**config.mk**
```make
export PLATFORM = sky130hd
export DESIGN_NAME = lemming_dig_arbiter_flat
export DESIGN_NICKNAME = d
export VERILOG_FILES = /design/src/rtl/lemming_dig_arbiter_if.sv /design/src/rtl/lemming_dig_arbiter.sv /design/src/flat_wrapper.sv
export SDC_FILE = /design/constraint.sdc
export NUM_CORES = 1
export LEC_CHECK = 0
export ABC_AREA = 1
export CORE_MARGIN = 2
export CORE_UTILIZATION = 54
export DETAILED_ROUTE_END_ITERATION = 8
export PLACE_DENSITY = 0.88
export SLEW_MARGIN = 20
export SYNTH_ARGS = -nofsm -noshare
export SYNTH_HDL_FRONTEND = slang
export SYNTH_SLANG_ARGS = --single-unit
```
**constraint.sdc**
```tcl
create_clock -name clk -period 1.92 [get_ports clk]
set_input_delay 0.384 -clock clk [delete_from_list [all_inputs] [get_ports clk]]
set_output_delay 0.384 -clock clk [all_outputs]
set_load 0.02 [all_outputs]
```
**src/rtl/lemming_dig_arbiter_if.sv**
```systemverilog
// Bundle between the lemming FSMs and the dig-tool arbiter.
// master = lemming side (drives requests and ground sense),
// slave = arbiter side (drives grant, owner and status pulses).
interface lemming_dig_arbiter_if #(
  parameter int NUM_LEM = 4
);
  localparam int ID_W = $clog2(NUM_LEM);

  logic [NUM_LEM-1:0] dig_req;
  logic [NUM_LEM-1:0] ground;
  logic [NUM_LEM-1:0] dig_gnt;
  logic [ID_W-1:0]    owner_id;
  logic               busy;
  logic               done_pulse;
  logic               timeout_pulse;

  modport master (
    output dig_req, ground,
    input  dig_gnt, owner_id, busy, done_pulse, timeout_pulse
  );

  modport slave (
    input  dig_req, ground,
    output dig_gnt, owner_id, busy, done_pulse, timeout_pulse
  );
endinterface

```
**src/rtl/lemming_dig_arbiter.sv**
```systemverilog
// Round-robin arbiter sharing one digging tool among grounded lemmings, with dig timer and cooldown.
// Latency: grant registered 1 cycle after an eligible request is sampled; release 1 cycle after cause.
// No backpressure: requests are level-held; non-owners simply wait, the owner is never preempted.
module lemming_dig_arbiter #(
  parameter int NUM_LEM  = 4,
  parameter int DIG_MAX  = 16,
  parameter int COOLDOWN = 2
) (
  input logic                 clk,
  input logic                 areset,
  lemming_dig_arbiter_if.slave bus
);
  localparam int ID_W      = $clog2(NUM_LEM);
  localparam int CNT_W     = $clog2(DIG_MAX + 1);
  localparam int CC_W      = $clog2(COOLDOWN + 2);
  // COOL is unreachable when COOLDOWN==0; clamp so the compare constant stays non-negative.
  localparam int COOL_LAST = (COOLDOWN > 0) ? COOLDOWN - 1 : 0;

  typedef enum logic [1:0] {
    S_IDLE,
    S_DIG,
    S_COOL
  } state_t;

  state_t             state;
  logic [NUM_LEM-1:0] gnt;
  logic [NUM_LEM-1:0] eligible;
  logic [NUM_LEM-1:0] pick_oh;
  logic [ID_W-1:0]    owner;
  logic [ID_W-1:0]    owner_nxt;
  logic [ID_W-1:0]    rr_ptr;
  logic [ID_W-1:0]    pick;
  logic               any_elig;
  logic [CNT_W-1:0]   cnt;
  logic [CC_W-1:0]    ccnt;
  logic               busy_q;
  logic               done_q;
  logic               to_q;
  logic               own_gnd;
  logic               own_req;
  logic               at_max;

  // Falling lemmings can never win the tool, whatever they request.
  always_comb eligible = bus.dig_req & bus.ground;

  // First eligible lemming scanning upward from the round-robin pointer, wrapping.
  always_comb begin
    pick     = '0;
    any_elig = 1'b0;
    for (int i = 0; i < NUM_LEM; i++) begin
      if (!any_elig && eligible[(int'(rr_ptr) + i) % NUM_LEM]) begin
        any_elig = 1'b1;
        pick     = ID_W'((int'(rr_ptr) + i) % NUM_LEM);
      end
    end
  end

  // One-hot form of the winner, plus the pointer value that follows the current owner.
  always_comb begin
    pick_oh       = '0;
    pick_oh[pick] = 1'b1;
    owner_nxt     = ID_W'((int'(owner) + 1) % NUM_LEM);
  end

  // Release conditions look only at the owner's own sampled inputs.
  always_comb begin
    own_gnd = bus.ground[owner];
    own_req = bus.dig_req[owner];
    at_max  = (cnt == CNT_W'(DIG_MAX - 1));
  end

  // Grant / dig / cooldown sequencer; all outputs registered here.
  always_ff @(posedge clk or negedge areset) begin
    if (!areset) begin
      state  <= S_IDLE;
      gnt    <= '0;
      owner  <= '0;
      rr_ptr <= '0;
      cnt    <= '0;
      ccnt   <= '0;
      busy_q <= 1'b0;
      done_q <= 1'b0;
      to_q   <= 1'b0;
    end else begin
      done_q <= 1'b0;
      to_q   <= 1'b0;
      case (state)
        S_IDLE: begin
          if (any_elig) begin
            gnt    <= pick_oh;
            owner  <= pick;
            cnt    <= '0;
            state  <= S_DIG;
            busy_q <= 1'b1;
          end
        end
        S_DIG: begin
          if (!own_gnd || !own_req || at_max) begin
            gnt    <= '0;
            rr_ptr <= owner_nxt;
            ccnt   <= '0;
            // Break-through wins over timeout when both land on the final cycle.
            done_q <= !own_gnd;
            to_q   <= own_gnd && own_req && at_max;
            if (COOLDOWN == 0) begin
              state  <= S_IDLE;
              busy_q <= 1'b0;
            end else begin
              state  <= S_COOL;
            end
          end else begin
            cnt <= cnt + 1'b1;
          end
        end
        S_COOL: begin
          if (ccnt == CC_W'(COOL_LAST)) begin
            state  <= S_IDLE;
            busy_q <= 1'b0;
          end else begin
            ccnt <= ccnt + 1'b1;
          end
        end
        default: begin
          state  <= S_IDLE;
          gnt    <= '0;
          busy_q <= 1'b0;
        end
      endcase
    end
  end

  assign bus.dig_gnt       = gnt;
  assign bus.owner_id      = owner;
  assign bus.busy          = busy_q;
  assign bus.done_pulse    = done_q;
  assign bus.timeout_pulse = to_q;
endmodule

```
**src/flat_wrapper.sv**
```systemverilog
// flat-port wrapper written by rule: the top's interface ports become plain ports
module lemming_dig_arbiter_flat 
#(
  parameter int NUM_LEM  = 4,
  parameter int DIG_MAX  = 16,
  parameter int COOLDOWN = 2
)
  (clk, areset, bus_dig_req, bus_ground, bus_dig_gnt, bus_owner_id, bus_busy, bus_done_pulse, bus_timeout_pulse);
  lemming_dig_arbiter_if #(.NUM_LEM(NUM_LEM)) bus_i ();
  input logic clk;
  input logic areset;
  input wire logic [$bits(bus_i.dig_req)-1:0] bus_dig_req;
  input wire logic [$bits(bus_i.ground)-1:0] bus_ground;
  output wire logic [$bits(bus_i.dig_gnt)-1:0] bus_dig_gnt;
  output wire logic [$bits(bus_i.owner_id)-1:0] bus_owner_id;
  output wire logic [$bits(bus_i.busy)-1:0] bus_busy;
  output wire logic [$bits(bus_i.done_pulse)-1:0] bus_done_pulse;
  output wire logic [$bits(bus_i.timeout_pulse)-1:0] bus_timeout_pulse;
  assign bus_i.dig_req = bus_dig_req;
  assign bus_i.ground = bus_ground;
  assign bus_dig_gnt = bus_i.dig_gnt;
  assign bus_owner_id = bus_i.owner_id;
  assign bus_busy = bus_i.busy;
  assign bus_done_pulse = bus_i.done_pulse;
  assign bus_timeout_pulse = bus_i.timeout_pulse;
  lemming_dig_arbiter #(.NUM_LEM(NUM_LEM), .DIG_MAX(DIG_MAX), .COOLDOWN(COOLDOWN)) u_core (.clk(clk), .areset(areset), .bus(bus_i));
endmodule
```
==> results of run 1 <==
## power by group
group / internal, W / switching (W) / leakage (nW)
Combinational: 0.000732 / 0.00114 / 0.586
Sequential: 0.000572 / 0.000137 / 0.263
Clock: 0.0000733 / 0.000122 / 0.0138
Total: 0.00138 / 0.00140 / 0.863
## area by class of cell
type	count	area [um2]
Multi-Input combinational cell	154	812
Fill cell	217	754
Sequential cell	20	502
Timing Repair Buffer	30	270
Inverter	15	56.3
Tap cell	30	37.5
Clock buffer	3	22.5
## worst max-delay path by stage
stage / from / slack, ps / depth (start not counted) / to
2_1_floorplan: u_core.bus.owner_id[0] / 310 / 10 / u_core.bus.dig_gnt[1]
3_3_place_gp: bus_dig_req[3] / -50 / 9 / u_core.bus.owner_id[1]
3_5_place_dp: bus_dig_req[3] / -90 / 9 / u_core.bus.owner_id[1]
4_1_cts: u_core.bus.owner_id[0] / 10 / 1 / bus_owner_id[0]
5_1_grt: u_core.rr_ptr[0] / 20 / 10 / u_core.bus.dig_gnt[0]
6_report: u_core.bus.owner_id[0] / 120 / 1 / bus_owner_id[0]
## placed cells by master (no fill, tap or decap), types with 3 or more instances in the layout
cell type,Yosys,final
o21ai_0,8,8
nand3_2,4,4
nand2_4,3,3
nand3_1,27,27
o21ai_2,3,3
buf_4,0,12
nand2_1,53,53
o21ai_1,4,4
nand2_2,10,10
clkdlybuf4s50_1,0,18
nor2_1,22,22
inv_1,12,12
ha_1,3,3
inv_2,3,3
clkbuf_4,0,3
dfrtp_1,20,19
a21oi_1,5,5
## kinds of logic after synthesis
kind of cell             after synthesis  share of synthesized area
AO/OA/AOI/OAI                         22                     0.0977
XOR/XNOR                               1                    0.00627
flip-flops                            20                      0.358
buffers and inverters                 18                     0.0600
AND/OR/NAND/NOR                      128                      0.451
adder cells (fa/ha/maj)                3                     0.0269
## state kept, by name, indices dropped and copies added (netlist names)
name	flops
u_core.bus.busy	1
u_core.bus.dig_gnt	4
u_core.bus.done_pulse	1
u_core.bus.owner_id	2
u_core.bus.timeout_pulse	1
u_core.ccnt	2
u_core.cnt	5
u_core.rr_ptr	2
u_core.state	2
## metrics by stage
step	setup WS, ps	util
finish	119	0.693
global route	19.2	0.693
floorplan	308	-
global placement	-49.1	0.683
detailed placement	-86.6	0.683
CTS	14.1	0.692
## per-layer routing
metal,wire length [um],global-route usage,vias up
met5,0,0,-
met3,108,0.0246,8
met1,1320,0.274,612
met2,1530,0.425,30
li1,-,-,687
met4,87,0.121,0
==> results.sh, run 1 <==
export IMPL_slowest_stage="clkdlybuf4s50_1"
export IMPL_initial_utilization=0.569
export IMPL_row_count=18
export IMPL_clk_latency_ps=300
export IMPL_synth_top_area_cell="dfrtp_1"
export IMPL_path_class="reg -> out"
export IMPL_cts_resized=0
export IMPL_antenna_found_initial=0
export IMPL_dieArea_um2=3010
export IMPL_power_w=0.00278
export IMPL_timing_hold_ws_ps=402
export IMPL_crit_family="buffers and inverters"
export IMPL_cts_root_buf="clkbuf_4"
export IMPL_slowest_delay_ps=630
export IMPL_io_pins=19
export IMPL_syn_area_per_cell_um2=7.27
export IMPL_setup_violations=0
export IMPL_critical_path_max_fanout=9
export IMPL_cts_tree="built"
export IMPL_die_x_um=54.9
export IMPL_first_global_vias=1216
export IMPL_stdcell_count=252
export IMPL_drtIter0Drc=28
export IMPL_grt_start_max_net_pins=21
export IMPL_grt_pass1_wl_mm=4.95
export IMPL_synth_top_cell_area_share=0.358
export IMPL_crit_buf_inv=1
export IMPL_netlist_instances=192
export IMPL_slew_headroom=0.665
export IMPL_min_path_type="in -> async"
export IMPL_gp_congestion=0.804
export IMPL_finalNetCount=237
export IMPL_antennaDiodeCount=0
export IMPL_synth_area_leaders="dfrtp_1 36%, nand2_1 14%, nand3_1 9.7%"
export IMPL_path_cells="clkdlybuf4s50_1"
export IMPL_max_freq_mhz=555
export IMPL_placed_cells=249
export IMPL_status="completed"
export IMPL_dpl_instance_area_um2=1680
export IMPL_drc=0
export IMPL_hold_viol_final=0
export IMPL_cap_violations=0
export IMPL_ys_seq_area_frac=0.358
export IMPL_portBuffers=18
export IMPL_arrival_ps=1420
export IMPL_setup_tns_ps=0
export IMPL_yosysMostFrequentCell="nand2_1"
export IMPL_crit_path_start_kind="flop"
export IMPL_dieHeight_um=54.9
export IMPL_skew_ps=2.07
export IMPL_tightest_slew_ps=500
export IMPL_num_vias=1337
export IMPL_drt_pass1_iterations=4
export IMPL_synth_seq_cells=20
export IMPL_core_um2=2450
export IMPL_rr_endpoint="u_core.cnt[3]"
export IMPL_dp_hpwl_mm=2.45
export IMPL_yosys_top_cells_count="53 x nand2_1, 27 x nand3_1, 22 x nor2_1"
export IMPL_grt_overflow=0
export IMPL_period_minus_slack_ps=1800
export IMPL_ys_warn_count=0
export IMPL_synthToLayoutAreaGrowth_pct=21.8
export IMPL_powerDensity_nw_per_um2=1630
export IMPL_cp_end_kind="primary output"
export IMPL_ant_nets=0
export IMPL_drv_slew=0
export IMPL_clockBufferDepth=2
export IMPL_detail_route_vias_per_cell=5.31
export IMPL_vdd_drop_max_mv=1.10
export IMPL_synth_nets=205
export IMPL_rsz0062_at_grt="no"
export IMPL_cts_setup_buffers=0
export IMPL_rrSetupSlack_ps=200
export IMPL_synth_ff_type="dfrtp_1"
export IMPL_routedWlPerCell_um=12.1
export IMPL_leakage_nw=0.863
export IMPL_required_ps=1540
export IMPL_async_flop_share=1.00
export IMPL_yosysUniqueCellTypes=26
export IMPL_syn_area_um2=1400
export IMPL_cts_hold_buffers_added=0
export IMPL_stdcell_area_um2=1700
export IMPL_reg2reg_from="u_core.rr_ptr[0]"
export IMPL_gr_usage_all_layers=0.236
export IMPL_clock_sinks=20
export IMPL_synth_edf_count=0
export IMPL_drive_gt1_frac=0.212
export IMPL_cts_max_level=1
export IMPL_drt_total_wl_mm=3.04
export IMPL_numCtsBuffers=3
export IMPL_clkTransAtPathRegs_ps=100
export IMPL_post_route_period_util=0.938
export IMPL_reg2regPathDepth=10
Power figures use the tool's default switching activity.
==> run 2: changes to the inputs <==
Settings changed: CAP_MARGIN set to 25, CORE_UTILIZATION 54 to 56, CTS_BUF_LIST set to sky130_fd_sc_hd__clkbuf_4, PLACE_DENSITY 0.88 to 0.9.
==> run 2 against run 1 <==
  * Sequential share of layout area up 0.46 points
  * Critical endpoint unchanged
  * Critical path depth stayed put
  * Critical path type unchanged
  * Highest routed layer unchanged
  * Largest cell class unchanged
  * Die area shrank 3.3%
==> results.sh, run 2 (synthesized netlist as in run 1, its figures left out) <==
export IMPL_status="completed"
export IMPL_cp_end_kind="primary output"
export IMPL_drive_gt1_frac=0.196
export IMPL_clock_sinks=20
export IMPL_critical_path_max_fanout=9
export IMPL_grt_start_max_net_pins=21
export IMPL_cts_max_level=1
export IMPL_reg2reg_from="u_core.cnt[0]"
export IMPL_cts_hold_buffers_added=0
export IMPL_first_global_vias=1265
export IMPL_setup_ws_ps=116
export IMPL_antenna_found_initial=0
export IMPL_io_pins=19
export IMPL_top_register="u_core.cnt"
export IMPL_cts_root_buf="clkbuf_4"
export IMPL_cap_violations=0
export IMPL_period_minus_slack_ps=1800
export IMPL_final_common_cell="nand2_1"
export IMPL_setup_tns_ps=0
export IMPL_place_ws_ps=-132
export IMPL_slowest_stage="clkdlybuf4s50_1"
export IMPL_path_cells="clkdlybuf4s50_1"
export IMPL_dieArea_um2=2910
export IMPL_num_vias=1319
export IMPL_die_x_um=53.9
export IMPL_grt_pass1_wl_mm=5.13
export IMPL_routedWlPerCell_um=11.8
export IMPL_n_fill_cell=185
export IMPL_crit_family="buffers and inverters"
export IMPL_vdd_drop_max_mv=1.36
export IMPL_rrSetupSlack_ps=180
export IMPL_clk_latency_ps=300
export IMPL_detail_route_vias_per_cell=5.30
export IMPL_finalNetCount=233
export IMPL_post_route_period_util=0.940
export IMPL_cts_resized=0
export IMPL_crit_buf_inv=1
export IMPL_drtIter0Drc=17
export IMPL_skew_ps=1.27
export IMPL_required_ps=1540
export IMPL_gp_congestion=0.780
export IMPL_synthToLayoutAreaGrowth_pct=19.9
export IMPL_slowest_delay_ps=630
export IMPL_cts_setup_buffers=0
export IMPL_ant_nets=0
export IMPL_max_freq_mhz=554
export IMPL_grt_overflow=0
export IMPL_setup_violations=0
export IMPL_clockPowerShare=0.075
export IMPL_rsz0062_at_grt="no"
export IMPL_p_seq_frac=0.263
export IMPL_leakage_nw=0.846
export IMPL_p_sw_w=0.00138
export IMPL_seqCellArea_um2=502
export IMPL_crit_path_start_kind="flop"
export IMPL_reg2regPathDepth=7
export IMPL_hold_viol_final=0
export IMPL_tightest_slew_ps=499
export IMPL_swShare=0.511
export IMPL_min_path_type="in -> async"
export IMPL_largest_reg_flops=5
export IMPL_path_class="reg -> out"
export IMPL_initial_utilization=0.579
export IMPL_pwr_share_comb=0.662
export IMPL_gr_usage_all_layers=0.246
export IMPL_dp_hpwl_mm=2.30
export IMPL_row_count=18
export IMPL_drt_total_wl_mm=2.93
export IMPL_slew_headroom=0.666
export IMPL_drc=0
export IMPL_core_um2=2410
export IMPL_final_cell_mix="53 x nand2_1, 27 x nand3_1, 22 x nor2_1"
export IMPL_clkTransAtPathRegs_ps=100
export IMPL_powerDensity_nw_per_um2=1610
export IMPL_dieHeight_um=53.9
export IMPL_drv_slew=0
export IMPL_multi_input_area_um2=812
export IMPL_portBuffers=18
export IMPL_drt_pass1_iterations=4
export IMPL_p_int_w=0.00132
export IMPL_arrival_ps=1420
export IMPL_numCtsBuffers=3
export IMPL_clockBufferDepth=2
export IMPL_rr_endpoint="u_core.cnt[3]"
export IMPL_cts_tree="built"
export IMPL_antennaDiodeCount=0
-- run 2: cell types whose count changed in the layout (fill, tap and decap cells not counted) --
cell,change
buf_4,-4
clkinv_1,+1
-- run 2: power groups by stage --
stage	logic, W	registers [W]	clock network [W]
after floorplan	0.00126	0.000756	0
after global placement	0.00174	0.000706	0
after detailed placement	0.00178	0.000713	0
after CTS	0.00179	0.000704	0.000209
after global routing	0.00200	0.000730	0.000225
final	0.00179	0.000708	0.000202
-- run 2: per-stage QoR --
stage	util	power [W]	hold WS, ps	instances	area [um2]
after global placement	0.683	0.00245	468	245	1650
after detailed placement	0.683	0.00249	466	245	1650
after floorplan	-	0.00202	88.4	192	1400
after global routing	0.695	0.00296	412	249	1670
final	0.695	0.00270	398	249	1670
after CTS	0.694	0.00270	398	249	1670
-- run 2: worst max-delay path by stage --
stage | from | to | slack, ps | depth (start not counted)
after floorplan | u_core.bus.owner_id[0] | u_core.bus.dig_gnt[1] | 310 | 10
after global placement | bus_ground[0] | u_core.bus.dig_gnt[2] | -110 | 11
after detailed placement | bus_ground[0] | u_core.bus.dig_gnt[2] | -130 | 11
after CTS | u_core.bus.owner_id[0] | bus_owner_id[0] | 8 | 1
after global routing | bus_ground[2] | u_core.bus.dig_gnt[0] | 20 | 11
final | u_core.bus.owner_id[0] | bus_owner_id[0] | 120 | 1
-- run 2: layout make-up --
| type | count | share of cell area |
|---|---|---|
| inverters | 15 | 0.0336 |
| well taps | 30 | 0.0224 |
| clock buffers | 3 | 0.0135 |
| clock inverters | 1 | 0.00224 |
| multi-input cells | 154 | 0.485 |
| flip-flops and latches | 20 | 0.300 |
| repair buffers | 26 | 0.143 |
-- run 2: metal layers --
layer	global-route usage	vias to the layer above	wire length, um
met1	0.288	599	1290
met3	0.0278	5	87
li1	-	685	-
met5	0	-	0
met2	0.443	30	1500
met4	0.115	0	47
